<file path="src/rtl/hack_rom_loader_if.sv">
// Byte-stream input from the UART receiver and word-write port into instruction ROM.
// The loader is the master of the ROM write port and consumes the receive strobe.
interface hack_rom_loader_if;
    logic [7:0]  RX_DATA;
    logic        RX_VALID;
    logic        WR_EN;
    logic [15:0] WR_ADDR;
    logic [15:0] WR_DATA;

    modport master (
        input  RX_DATA,
        input  RX_VALID,
        output WR_EN,
        output WR_ADDR,
        output WR_DATA
    );

    modport slave (
        output RX_DATA,
        output RX_VALID,
        input  WR_EN,
        input  WR_ADDR,
        input  WR_DATA
    );
endinterface

</file>
<file path="src/rtl/hack_rom_loader.sv">
// UART bootloader: parses SYNC/COUNT/words/CHECKSUM frames and writes Hack words into ROM
// while holding the CPU in reset until a load completes with a good checksum.
module hack_rom_loader #(
    parameter logic [7:0] SYNC_BYTE      = 8'hA5,
    parameter int         MAX_WORDS      = 32768,
    parameter int         TIMEOUT_CYCLES = 1_000_000
) (
    input  logic               CLK_100MHz,
    input  logic               RESET,
    hack_rom_loader_if.master  bus,
    output logic               CPU_HOLD,
    output logic               BUSY,
    output logic               DONE,
    output logic               ERROR,
    output logic [15:0]        LOADED_WORDS
);
    localparam int          TMO_W       = $clog2(TIMEOUT_CYCLES + 1);
    localparam logic [16:0] MAX_WORDS_W = 17'(MAX_WORDS);

    typedef enum logic [2:0] {
        S_IDLE, S_CNT_HI, S_CNT_LO, S_DATA_HI, S_DATA_LO, S_CHECK, S_DONE, S_ERR
    } state_t;

    state_t             state_r, state_s;
    logic [TMO_W-1:0]   tmo_r;
    logic [7:0]         sum_r, cnt_hi_r, data_hi_r;
    logic [15:0]        count_r, word_idx_r, loaded_r;
    logic               wr_en_r, cpu_hold_r, busy_r, done_r, error_r;
    logic [15:0]        wr_addr_r, wr_data_r;

    logic               sync_s, tmo_hit_s, accept_s;
    logic [15:0]        count_s, word_s, idx_inc_s;
    logic [7:0]         sum_add_s;
    logic               wr_en_s, cpu_hold_s, busy_s, done_s, error_s;
    logic [15:0]        wr_addr_s, wr_data_s;

    function automatic logic in_frame(input state_t s);
        return (s == S_CNT_HI) || (s == S_CNT_LO) || (s == S_DATA_HI) ||
               (s == S_DATA_LO) || (s == S_CHECK);
    endfunction

    assign sync_s    = bus.RX_VALID && (bus.RX_DATA == SYNC_BYTE);
    assign tmo_hit_s = in_frame(state_r) && (tmo_r == TMO_W'(TIMEOUT_CYCLES));
    // An expiring timeout wins over a byte arriving in the same cycle.
    assign accept_s  = bus.RX_VALID && !tmo_hit_s;
    assign count_s   = {cnt_hi_r, bus.RX_DATA};
    assign word_s    = {data_hi_r, bus.RX_DATA};
    assign idx_inc_s = word_idx_r + 16'd1;
    assign sum_add_s = sum_r + bus.RX_DATA;

    // State register
    always_ff @(posedge CLK_100MHz) begin
        if (RESET) begin
            state_r <= S_IDLE;
        end else begin
            state_r <= state_s;
        end
    end

    // Next-state decode
    always_comb begin
        state_s = state_r;
        if (tmo_hit_s) begin
            state_s = S_ERR;
        end else begin
            case (state_r)
                S_IDLE, S_ERR: state_s = sync_s ? S_CNT_HI : state_r;
                S_CNT_HI:      state_s = accept_s ? S_CNT_LO : S_CNT_HI;
                S_CNT_LO: begin
                    if (!accept_s) begin
                        state_s = S_CNT_LO;
                    end else if ({1'b0, count_s} > MAX_WORDS_W) begin
                        state_s = S_ERR;
                    end else if (count_s == 16'd0) begin
                        state_s = S_CHECK;
                    end else begin
                        state_s = S_DATA_HI;
                    end
                end
                S_DATA_HI:     state_s = accept_s ? S_DATA_LO : S_DATA_HI;
                S_DATA_LO: begin
                    if (!accept_s) begin
                        state_s = S_DATA_LO;
                    end else if (idx_inc_s == count_r) begin
                        state_s = S_CHECK;
                    end else begin
                        state_s = S_DATA_HI;
                    end
                end
                S_CHECK: begin
                    if (!accept_s) begin
                        state_s = S_CHECK;
                    end else if (sum_add_s == 8'h00) begin
                        state_s = S_DONE;
                    end else begin
                        state_s = S_ERR;
                    end
                end
                S_DONE:        state_s = S_IDLE;
                default:       state_s = S_IDLE;
            endcase
        end
    end

    // Output decode from the upcoming state so registered outputs line up with it
    always_comb begin
        wr_en_s    = (state_r == S_DATA_LO) && accept_s;
        wr_addr_s  = wr_en_s ? word_idx_r : wr_addr_r;
        wr_data_s  = wr_en_s ? word_s : wr_data_r;
        cpu_hold_s = in_frame(state_s) || (state_s == S_ERR);
        busy_s     = in_frame(state_s);
        done_s     = (state_s == S_DONE);
        error_s    = (state_s == S_ERR);
    end

    // Frame datapath, timeout counter and output registers
    always_ff @(posedge CLK_100MHz) begin
        if (RESET) begin
            tmo_r      <= '0;
            sum_r      <= 8'h00;
            cnt_hi_r   <= 8'h00;
            data_hi_r  <= 8'h00;
            count_r    <= 16'd0;
            word_idx_r <= 16'd0;
            loaded_r   <= 16'd0;
            wr_en_r    <= 1'b0;
            wr_addr_r  <= 16'd0;
            wr_data_r  <= 16'd0;
            cpu_hold_r <= 1'b0;
            busy_r     <= 1'b0;
            done_r     <= 1'b0;
            error_r    <= 1'b0;
        end else begin
            tmo_r      <= (in_frame(state_s) && !bus.RX_VALID) ? tmo_r + TMO_W'(1) : '0;
            wr_en_r    <= wr_en_s;
            wr_addr_r  <= wr_addr_s;
            wr_data_r  <= wr_data_s;
            cpu_hold_r <= cpu_hold_s;
            busy_r     <= busy_s;
            done_r     <= done_s;
            error_r    <= error_s;
            case (state_r)
                S_IDLE, S_ERR: begin
                    if (sync_s) begin
                        sum_r      <= 8'h00;
                        word_idx_r <= 16'd0;
                        loaded_r   <= 16'd0;
                    end
                end
                S_CNT_HI: begin
                    if (accept_s) begin
                        cnt_hi_r <= bus.RX_DATA;
                        sum_r    <= sum_add_s;
                    end
                end
                S_CNT_LO: begin
                    if (accept_s) begin
                        count_r <= count_s;
                        sum_r   <= sum_add_s;
                    end
                end
                S_DATA_HI: begin
                    if (accept_s) begin
                        data_hi_r <= bus.RX_DATA;
                        sum_r     <= sum_add_s;
                    end
                end
                S_DATA_LO: begin
                    if (accept_s) begin
                        word_idx_r <= idx_inc_s;
                        loaded_r   <= loaded_r + 16'd1;
                        sum_r      <= sum_add_s;
                    end
                end
                default: begin
                end
            endcase
        end
    end

    assign bus.WR_EN     = wr_en_r;
    assign bus.WR_ADDR   = wr_addr_r;
    assign bus.WR_DATA   = wr_data_r;
    assign CPU_HOLD      = cpu_hold_r;
    assign BUSY          = busy_r;
    assign DONE          = done_r;
    assign ERROR         = error_r;
    assign LOADED_WORDS  = loaded_r;
endmodule
</file>
<file path="src/flat_wrapper.sv">
// flat-port wrapper written by rule: the top's interface ports become plain ports
module hack_rom_loader_flat 
#(
    parameter logic [7:0] SYNC_BYTE      = 8'hA5,
    parameter int         MAX_WORDS      = 32768,
    parameter int         TIMEOUT_CYCLES = 1_000_000
)
  (CLK_100MHz, RESET, CPU_HOLD, BUSY, DONE, ERROR, LOADED_WORDS, bus_RX_DATA, bus_RX_VALID, bus_WR_EN, bus_WR_ADDR, bus_WR_DATA);
  hack_rom_loader_if bus_i ();
  input  logic CLK_100MHz;
  input  logic RESET;
  output logic CPU_HOLD;
  output logic BUSY;
  output logic DONE;
  output logic ERROR;
  output logic [15:0] LOADED_WORDS;
  input wire logic [$bits(bus_i.RX_DATA)-1:0] bus_RX_DATA;
  input wire logic [$bits(bus_i.RX_VALID)-1:0] bus_RX_VALID;
  output wire logic [$bits(bus_i.WR_EN)-1:0] bus_WR_EN;
  output wire logic [$bits(bus_i.WR_ADDR)-1:0] bus_WR_ADDR;
  output wire logic [$bits(bus_i.WR_DATA)-1:0] bus_WR_DATA;
  assign bus_i.RX_DATA = bus_RX_DATA;
  assign bus_i.RX_VALID = bus_RX_VALID;
  assign bus_WR_EN = bus_i.WR_EN;
  assign bus_WR_ADDR = bus_i.WR_ADDR;
  assign bus_WR_DATA = bus_i.WR_DATA;
  hack_rom_loader #(.SYNC_BYTE(SYNC_BYTE), .MAX_WORDS(MAX_WORDS), .TIMEOUT_CYCLES(TIMEOUT_CYCLES)) u_core (.CLK_100MHz(CLK_100MHz), .RESET(RESET), .bus(bus_i), .CPU_HOLD(CPU_HOLD), .BUSY(BUSY), .DONE(DONE), .ERROR(ERROR), .LOADED_WORDS(LOADED_WORDS));
endmodule
</file>
<file path="config.mk">
export PLATFORM = sky130hd
export DESIGN_NAME = hack_rom_loader_flat
export DESIGN_NICKNAME = d
export VERILOG_FILES = /design/src/rtl/hack_rom_loader_if.sv /design/src/rtl/hack_rom_loader.sv /design/src/flat_wrapper.sv
export SDC_FILE = /design/constraint.sdc
export NUM_CORES = 1
export LEC_CHECK = 0
export ABC_AREA = 1
export CORE_AREA = 2 2 139 141
export CTS_CLUSTER_DIAMETER = 200
export DETAILED_ROUTE_END_ITERATION = 8
export DIE_AREA = 0 0 141 143
export HOLD_SLACK_MARGIN = 0.03
export PLACE_DENSITY_LB_ADDON = 0.1
export SLEW_MARGIN = 20
export SYNTH_ARGS = -nofsm -noshare
export SYNTH_HDL_FRONTEND = slang
export SYNTH_SLANG_ARGS = --single-unit
export TNS_END_PERCENT = 1
</file>
<file path="constraint.sdc">
create_clock -name CLK_100MHz -period 5.2 [get_ports CLK_100MHz]
set_input_delay 1.56 -clock CLK_100MHz [delete_from_list [all_inputs] [get_ports CLK_100MHz]]
set_output_delay 1.56 -clock CLK_100MHz [all_outputs]
set_load 0.1 [all_outputs]
</file>
After elaboration in Yosys (flattened, before gate mapping):

Index checks and enable logic that the tools add are counted.

* add/subtract/negate cells: 4
* multipliers: 0
* div/mod/pow operators: 0
* $lt $le $gt $ge: 1
* eq/ne operators: 20
* shift-type cells: 0
* muxes and demuxes: 20
* bitwise logic cells: 1
* reductions and logical operators: 29

Operator list (count)
* case mux 16 bit (2 select lines): 2
* two-way mux 16 bit: 3
* adder 16 x 1 -> 16 bit (second input constant): 2
* two-way mux 3 bit: 9
* equality test 3 bit (second input constant): 8
* case mux 3 bit (7 select lines): 1
* adder 20 x 1 -> 20 bit (second input constant): 1
* equality test 20 bit (second input constant): 1
* equality test 16 bit: 1
* greater-than comparator 16 bit (second input constant): 1
* logical NOT 16 bit: 1
* two-way mux 8 bit: 2
* case mux 8 bit (2 select lines): 1
* equality test 3 x 2 -> 1 bit (second input constant): 4
* logical OR 1 bit: 9
* adder 8 bit: 1
* equality test 8 bit (second input constant): 1
* logical NOT 8 bit: 1
* equality test 3 x 1 -> 1 bit (second input constant): 2
* != test 2 x 1 -> 1 bit (second input constant): 3
* AND reduction 2 bit: 3
* AND reduction 3 bit: 2
* logical AND 1 bit: 5
* nonzero test 2 bit: 2
* other kinds (7): 9

* register bits: 132
* latch bits: 0
* RAM bits: 0
* bits in read-only memories: 0
* input bits: 11
* output and inout port bits: 53
* logic and storage cells: 90
* memories: 0

Depth between registers and ports, before layout:

Gate-level depths: netlist of run 1.

* depth after elaboration: 19
* mapped depth: 20
* depth with buffers taken out: 19

Worst setup path before layout of run 1:

Ideal clock, no wire load.

* path kind: input -> register
* from: in bus_RX_DATA[0]
* to: reg u_core.tmo_r[2]
* library setup time: 0.117 ns
* data arrival time: 3.310 ns
* data required time: 5.083 ns
* path slack: 1.774 ns
* cell stages on the path: 15
* path buffers: 1
* path through: ha_1 > fa_1 > a21oi_1 > xnor2_1 > nor2_1 > nand4_1 > nand2_1 > nand2_1 > nand2_1 > nand2_1 > nor2_1 > nand2_1 > nand4_2 > buf_6 > nor2_2

* word-level cells in the longest chain between the ends: 14
* elaborated cells between the ends (all ways): 26
* those cells by class: add/sub (1); order compare (1); eq/ne (6); mux (8); bitwise (1); reduce/logical (9)

Ends and longest elaborated chain
* start: declaration: line flat_wrapper.sv:17 `input wire logic [$bits(bus_i.RX_DATA)-1:0] bus_RX_DATA;`
* adder 8 bit / logical NOT 16 bit (equally long branches): line hack_rom_loader.sv:49, hack_rom_loader.sv:74
* logical NOT 8 bit / two-way mux 3 bit (equally long branches): line hack_rom_loader.sv:93, hack_rom_loader.sv:74
* two-way mux 1 bit / two-way mux 3 bit (equally long branches): line hack_rom_loader.sv:93, hack_rom_loader.sv:72
* two-way mux 3 bit, on equally long branches: line hack_rom_loader.sv:91, hack_rom_loader.sv:70
* case mux 3 bit (7 select lines) (*): line hack_rom_loader.sv:66 `case (state_r)`
* two-way mux 3 bit (*): line hack_rom_loader.sv:63 `if (tmo_hit_s) begin`
* equality test 3 x 1 -> 1 bit / equality test 3 x 2 -> 1 bit (equally long branches): line hack_rom_loader.sv:38 `return (s == S_CNT_HI) || (s == S_CNT_LO) || (s == S_DATA_HI) ||`
* logical OR 1 bit (3 in a row): line hack_rom_loader.sv:38
* logical OR 1 bit (*): line hack_rom_loader.sv:39 `(s == S_DATA_LO) || (s == S_CHECK);`
* logical AND 1 bit (*): line hack_rom_loader.sv:134 `tmo_r <= (in_frame(state_s) && !bus.RX_VALID) ? tmo_r + TMO_W'(1) : '0;`
* NOT 1 bit (no source line) (*)
* OR reduction 2 bit (no source line) (*)
* end signal: assignment: line hack_rom_loader.sv:134
* end: declaration: line hack_rom_loader.sv:25 `logic [TMO_W-1:0] tmo_r;`

Mark *: on every way between the ends. The rest lies on a longest branch, timed or not.
A chain may end at the register's enable or synchronous reset.

Worst setup path in the final report of run 1:

* from: in bus_RX_DATA[0]
* to: reg u_core.tmo_r[13]

Same word-level chain as after synthesis.

==> run summary, run 1 <==
The number of buffers added to fix hold violations after cts is 0, and the number of vias in the routed layout is 5751. At the later pin of the worst-skew pair, clock insertion delay measures 0.41 ns. The actual transition at the worst max-transition pin was 0.996 ns. For the final routed database, the setup TNS stands at 0 ns. Number of search-and-repair iterations in the first detailed-routing pass: 5.

The logs give 229 MHz for the fmax and 16500 microns for the final routed wirelength across all metal layers. The total overflow left after global routing is 0. The y dimension of the die works out to 143 microns.

After layout, the minimum clock period comes to 4.36 ns. The net count of the finished layout was 995. The diode insertion count for antenna repair was 0. Setup violations remaining at the end of the flow were counted as 0.

The number of setup buffers added after CTS is 0. In the final routed layout, each cell accounts on average for 13.5 microns. The width of the die was 141 microns; the number of distinct standard cells referenced by the synthesized netlist was 37.

STA classifies the critical path endpoint as a register. In this run the clock root is driven by a clkbuf_16. The logs give 932 for the net count after synthesis and 11500 microns for the sum of net half-perimeters after detailed placement. Counting the fill cells in the layout gives 1918. Number of cells upsized or downsized after cts: 0. The required arrival time at the worst endpoint came out at 5.53 ns. Most prevalent standard cell on the critical path: nand2_1. During I/O placement, the number of pins put on the boundary was 64. For this block, wires on met1 add up to 8120 microns.

Relative to the synthesized area, the layout overhead comes to 22.6%. At the end of routability-driven placement, the weighted congestion stood at 0.824. The run gives 3210 sq um as the area of the multi-input gates. Maximum resistive drop on vdd: 0.247 mV. In the routed design, unresolved DRC markers number 0. Averaged over all synthesized cells, the footprint is 7.07 sq um. The number of hold violations in the final report was 0.

For this run, the number of Yosys warnings is 0. Traced cell by cell, the critical path runs through clkdlybuf4s50_1 > ha_1 > fa_1 > a21oi_1 > xnor2_1 > nor2_1 > nand4_1 > nand2_1 > nand2_1 > nand2_1 > nand2_1 > nor2_1 > nand2_1 > nand4_2 > nor2_2. The die area is 20200 sq um.

The worst hold path belongs to the class register to register. Clock edge transition at the registers on the reported setup and hold paths: 0.06 ns. The via density per instance came out at 4.72. The startpoint type of the worst setup path was an input pin.

The number of antenna violations at the first check in global routing is 0. In the final layout, the share of cells above drive strength 1 is 8.23%. In this run, synthesis produced a sequential element count of 132.

The tools report the tightest slew margin relative to the limit as 33.4%. Data arrival time at the worst-slack endpoint: 4.69 ns. The highest routed metal layer is met4.

The starting utilization of the core area was 34.6%; the max-capacitance violation count was 0. Pin count of the biggest net entering global routing: 49. The number of DRC violations after detailed-routing iteration 0 was 412; the row count was 50.

Final clock period utilization by the worst path: 83.8%. The run gives 6430 sq um as the synthesized cell area. The sequential cell area is 2640 sq um. The first global-routing pass estimated 27100 microns of wire. Synthesis produced 909 cells. Along the worst path, the maximum fanout reaches 20.

The clock arrives with 0.00622 ns of skew. Sequential cells were found to cover 41.1% of the synthesized design area. The delay contributed by the slowest stage of the critical path was 0.61 ns.

The power density over the cells was 455 nW/um^2; the number of input and output port buffers inserted was 63. The analysis attributes to cell leakage a power of 3.07 nW. The tools report the remaining antenna violation count after routing as 0.

TritonCTS built the clock tree. In this run the deepest clock path goes through 2 buffers. The tools report the core region area as 18600 sq um. The clock sink total is 132. The number of slew-limit violations in the final report came out at 0. The tools report the overall routing resource usage as 16.8%. The routed wire length on met2 came out at 7580 microns. The run finished with clean final reports.

The via count of the first global-routing pass is 5408. The critical path in this run is classified as input pin to register. For the sum of met3 wire segment lengths after detailed routing, the log shows 573 microns. Setup repair after global routing left no endpoint under its margin. CTS built an H-tree with a depth of 4. TritonCTS created 17 clock buffers. Among all stages on the critical path, the largest delay is contributed by nand4_2. The smallest hold slack was 0.459 ns.
## worst paths after layout
check / startpoint / end / slack [ns] / cells past startpoint
setup / recovery: bus_RX_DATA[0] / u_core.tmo_r[13]$_SDFF_PP0_ / 0.84 / 15
hold / removal: u_core.data_hi_r[1]$_SDFFE_PP0P_ / u_core.bus.WR_DATA[9]$_SDFFE_PP0P_ / 0.46 / 2
setup reg to reg: u_core.word_idx_r[0]$_SDFFE_PP0P_ / u_core.tmo_r[13]$_SDFF_PP0_ / 2.01 / 15
hold reg to reg: u_core.data_hi_r[1]$_SDFFE_PP0P_ / u_core.bus.WR_DATA[9]$_SDFFE_PP0P_ / 0.46 / 2
## per-stage QoR
step / total power (W) / instances / setup slack, ns / utilization [%] / cell area [sq um]
6_report: 0.00359 / 1218 / 0.842 / 42.5 / 7890
5_1_grt: 0.00381 / 1218 / 0.584 / 42.5 / 7890
4_1_cts: 0.00362 / 1218 / 0.835 / 42.5 / 7890
3_5_place_dp: 0.00239 / 1187 / 0.395 / 39.3 / 7290
3_3_place_gp: 0.00239 / 1187 / 0.481 / 39.3 / 7290
2_1_floorplan: 0.00213 / 909 / 1.77 / - / 6430
## final cells by class
type                    count  share of cell area, %
multi-input cells         631                   40.8
flip-flops and latches    132                   33.5
repair buffers             73                   8.95
clock buffers              22                   5.89
inverters                 117                   5.57
well taps                 234                   3.71
clock inverters             9                   1.63
## state kept, by name, summed over array words and instances (netlist names), 3 cells and up
register             flops
u_core.LOADED_WORDS     16
u_core.bus.WR_ADDR      16
u_core.bus.WR_DATA      16
u_core.cnt_hi_r          8
u_core.count_r          16
u_core.data_hi_r         8
u_core.state_r           3
u_core.sum_r             8
u_core.tmo_r            20
u_core.word_idx_r       16
## synthesized netlist by cell type
library cell	instances	area, sq um
xnor2_1	8	70.1
and3_1	1	6.26
nor3b_2	1	12.5
nand2_1	212	796
buf_4	1	7.51
o21bai_2	1	11.3
clkinv_1	1	3.75
buf_6	2	22.5
nor4_1	3	18.8
nand2_4	3	33.8
and2_0	1	6.26
nor3_1	14	70.1
clkbuf_1	20	75.1
inv_2	2	7.51
ha_1	11	138
nor2_1	69	259
nor2_2	25	156
nand4_2	1	12.5
nand4_1	16	100
o21ai_1	1	5.00
or2_1	1	6.26
a21oi_1	93	465
xor2_1	18	158
o21ai_0	54	270
nand3b_1	2	15.0
o21ai_2	1	8.76
xnor3_1	1	22.5
dfxtp_1	132	2640
a211oi_1	17	128
nand2_2	3	18.8
nand3_1	67	335
fa_1	1	20.0
inv_1	114	428
nor3_2	1	10.0
nor3_4	1	16.3
nor2_4	4	45.0
buf_2	6	30.0
## metal layers
metal,global-route usage (%),vias to the layer above
li1,-,3077
met1,22.7,2563
met2,27.2,94
met3,4.02,17
met4,4.42,0
met5,0,-
## cells in the final DEF, fill, tap and decap left out, drive strengths merged
master,n
dfxtp,132
nor3,16
o21bai,1
and3,1
nor3b,1
nand2,218
clkdlybuf4s50,63
clkinv,5
xor2,18
a21oi,93
a211oi,17
xnor3,1
bufinv,3
clkinvlp,2
nand3,67
nand3b,2
clkbuf,22
and2,1
nand4,17
xnor2,8
nor4,3
or2,1
inv,116
o21ai,56
buf,10
nor2,98
fa,1
ha,11
## critical path: cells and delay by family
family                   cells  cell delay (ns)
XOR/XNOR                     1             0.17
adder cells (fa/ha/maj)      2             0.75
buffers and inverters        1             0.55
AO/OA/AOI/OAI                1             0.20
AND/OR/NAND/NOR             10             1.44
## report_power, final
group | switching (W) | leakage, nW | internal [W]
Clock | 0.000440 | 0.286 | 0.000775
Combinational | 0.000771 | 1.71 | 0.000323
Sequential | 0.000133 | 1.07 | 0.00115
Total | 0.00134 | 3.07 | 0.00224
## cells by family (layout without fill, tap and decap cells)
logic type / after synthesis / after routing / synth area share [%]
simple gates: 425 / 425 / 29.8
fa+ha+maj: 12 / 12 / 2.45
buf+inv: 146 / 221 / 8.93
flops: 132 / 132 / 41.1
xor+xnor: 27 / 27 / 3.89
compound gates: 167 / 167 / 13.8
Power figures use the tool's default switching activity.
==> run 2: changes to the inputs <==
- clock period: 5.2 -> 4.5 ns (I/O delays scaled with it)
==> run summary, run 2 (synthesized netlist as in run 1, its figures left out) <==
The relative area change from synthesis to final layout is 24.0%, and the remaining antenna violation count after routing is 0 (unchanged). The tools report the clock sink total as 132 (unchanged). The number of input and output port buffers inserted works out to 63 (unchanged).

Max-capacitance violation count: 0 (unchanged). Total global routing overflow: 0 (unchanged). The run gives 7980 sq um (+1.1%) as the area of all placed cells without fillers. The signal on the critical path passes through clkdlybuf4s50_1 > ha_1 > fa_1 > xnor2_1 > nand2_1 > nor2_1 > nand4_1 > nand2_1 > nand2_1 > nand2_1 > nand2_1 > nor2_1 > nand2_1 > nand4_2 > buf_12 > nor2_2. For the tightest slew margin relative to the limit, the log shows 32.7% (-0.72 points).

The overall power was 0.00423 W (+18%). TritonCTS built the clock tree. The number of slew-limit violations in the final report came out at 0 (unchanged). The run gives 4 (-1) as the number of search-and-repair iterations in the first detailed-routing pass. The fraction of layout instances using a drive strength above 1 was 8.91% (+0.68 points); the final clock period utilization by the worst path was 81.1%.

The clock insertion delay at the later pin of the skew report is 0.42 ns (about the same), and the power density over the cells is 530 nW/um^2 (+17%). The wire length of the first global-routing pass is 26900 microns (-0.72%), and the weighted congestion at the end of routability-driven global placement is 0.859 (+4.2%). STA classifies the critical path endpoint as a register. Class of the tightest hold or removal check: register to register. The delay contributed by the slowest stage of the critical path works out to 0.53 ns (-0.08 ns).

The run gives 0 (unchanged) as the number of cells upsized or downsized after cts. For the post-detailed-placement cell area, the log shows 7340 sq um (+0.69%). The run gives 0 (unchanged) as the number of buffers added to fix hold violations after cts.

For the die area, the log shows 20200 sq um (unchanged). The final routed wirelength across all metal layers is 16200 microns (-1.8%), and the number of antenna violations at the first check in global routing is 0 (unchanged). The clock period minus final worst setup slack came out at 3.65 ns.

Setup repair after global routing left no endpoint under its margin. Critical path's top delay family: simple AND/OR/NAND/NOR gates. The logs give 0 (unchanged) for the diode insertion count for antenna repair and 3.95 ns (-0.74 ns) for the data arrival time at the worst-slack endpoint. The maximum resistive drop on vdd is 0.275 mV (+11%).

The overall routing resource usage was 16.8% (-0.068 points); the final clock skew was 0.0115 ns (+0.00526 ns). The average wire length per cell after detail routing is 13.2 microns (-2.1%), and the fmax is 274 MHz. For the required arrival time at the worst endpoint, the log shows 4.81 ns (-0.72 ns). The final-layout setup total negative slack was 0 ns (unchanged); the top-level I/O count was 64 (unchanged).

The width of the die was 141 microns (unchanged). The y dimension of the die was 143 microns (unchanged); the number of setup violations in the final report was 0 (unchanged). The row count is 50 (unchanged), and the core region area is 18600 sq um (unchanged). The run gives 3.12 nW (+1.8%) as the leakage power. The number of hold violations in the final report is 0 (unchanged). In the layout the commonest cells are 212 x nand2_1, 132 x dfxtp_1, 114 x inv_1. The post-detailed-route DRC marker count came out at 0 (unchanged).

Buffering stage count on the worst path with inverters included: 2 (+1). The logs give 42 (-14%) for the pin count of the biggest net entering global routing and 2 (unchanged) for the worst-case clock buffer depth. The H-tree depth is 4 (unchanged), and the top fanout value on the critical path is 20 (unchanged). Most frequent standard cell in the layout excluding fill and tap cells: nand2_1. Library cell used as clock root buffer: clkbuf_16. Ranked by flip-flop count, first place goes to u_core.tmo_r. The total of fill cells in the finished design was 1913 (-0.26%). The run gives 11600 microns (+0.80%) as the sum of net half-perimeters after detailed placement. Number of setup buffers added after CTS: 0 (unchanged). The cell with the biggest individual delay on the critical path was clkdlybuf4s50_1. The setup path with the least slack is of type input pin to register.

CTS buffer count: 17 (unchanged). The tools report the startpoint type of the worst setup path as an input pin. The run gives 5757 (+0.10%) as the number of vias in the routed layout.

The clock edge transition at the registers on the reported setup and hold paths is 0.06 ns (about the same), and the smallest hold slack is 0.461 ns (+0.00149 ns). The flip-flop count of the largest register after layout came out at 20 (unchanged). The via density per instance was 4.71 (-0.22%). The cell that appears most often on the critical path is nand2_1. The via count of the first global-routing pass is 5465 (+1.1%). The run finished with clean final reports. The final cell utilization of the core is 42.9% (+0.48 points), and the actual transition at the worst max-transition pin is 1.01 ns (+0.0108 ns).

The net count of the finished layout came out at 1000 (+0.50%). The number of DRC violations after detailed-routing iteration 0 was 277 (-33%). The run gives 34.6% (unchanged) as the starting utilization of the core area.
## run 2: where the power goes
| part | internal (W) | leakage (nW) | total, W | switching (W) |
|---|---|---|---|---|
| logic | 0.000384 | 1.74 | 0.00128 | 0.000894 |
| clock network | 0.000978 | 0.311 | 0.00148 | 0.000505 |
| registers | 0.00132 | 1.07 | 0.00147 | 0.000145 |
## run 2: worst register-to-register path: stages, from the launching register on
cell     delay (ns)
dfxtp_1        0.41
inv_2          0.10
nor2_1         0.51
nand2_4        0.28
nand2_2        0.17
nand2_4        0.21
o21ai_1        0.20
buf_4          0.30
inv_1          0.22
and3_1         0.22
## run 2: layout make-up
type	instances	area [sq um]	share of cell area [%]
flip-flops and latches	132	2640	33.1
well taps	234	293	3.67
clock inverters	9	151	1.90
repair buffers	78	756	9.47
inverters	117	439	5.51
multi-input cells	631	3210	40.3
clock buffers	21	480	6.02
## run 2: worst paths after layout
| path | startpoint | endpoint | slack [ns] | cells after the start |
|---|---|---|---|---|
| max | bus_RX_DATA[0] | u_core.tmo_r[7]$_SDFF_PP0_ | 0.85 | 16 |
| min | u_core.cnt_hi_r[4]$_SDFFE_PP0P_ | u_core.cnt_hi_r[4]$_SDFFE_PP0P_ | 0.46 | 2 |
| max reg2reg | u_core.state_r[2]$_SDFF_PP0_ | u_core.LOADED_WORDS[5]$_SDFFE_PP0P_ | 1.78 | 9 |
| min reg2reg | u_core.cnt_hi_r[4]$_SDFFE_PP0P_ | u_core.cnt_hi_r[4]$_SDFFE_PP0P_ | 0.46 | 2 |
## run 2: through the flow
step	cells	worst slack (ns)
floorplan	909	1.28
global placement	1192	0.472
detailed placement	1192	0.418
CTS	1222	0.852
global route	1222	0.587
finish	1222	0.851
## run 2: per-layer routing
metal  up-vias  GRT usage, %  part of all wire, %
li1       3080             -                    -
met1      2593          22.0                   50
met2        65          26.9                   46
met3        19          4.06                  2.6
met4         0          6.32                  1.7
met5         -             0                    0
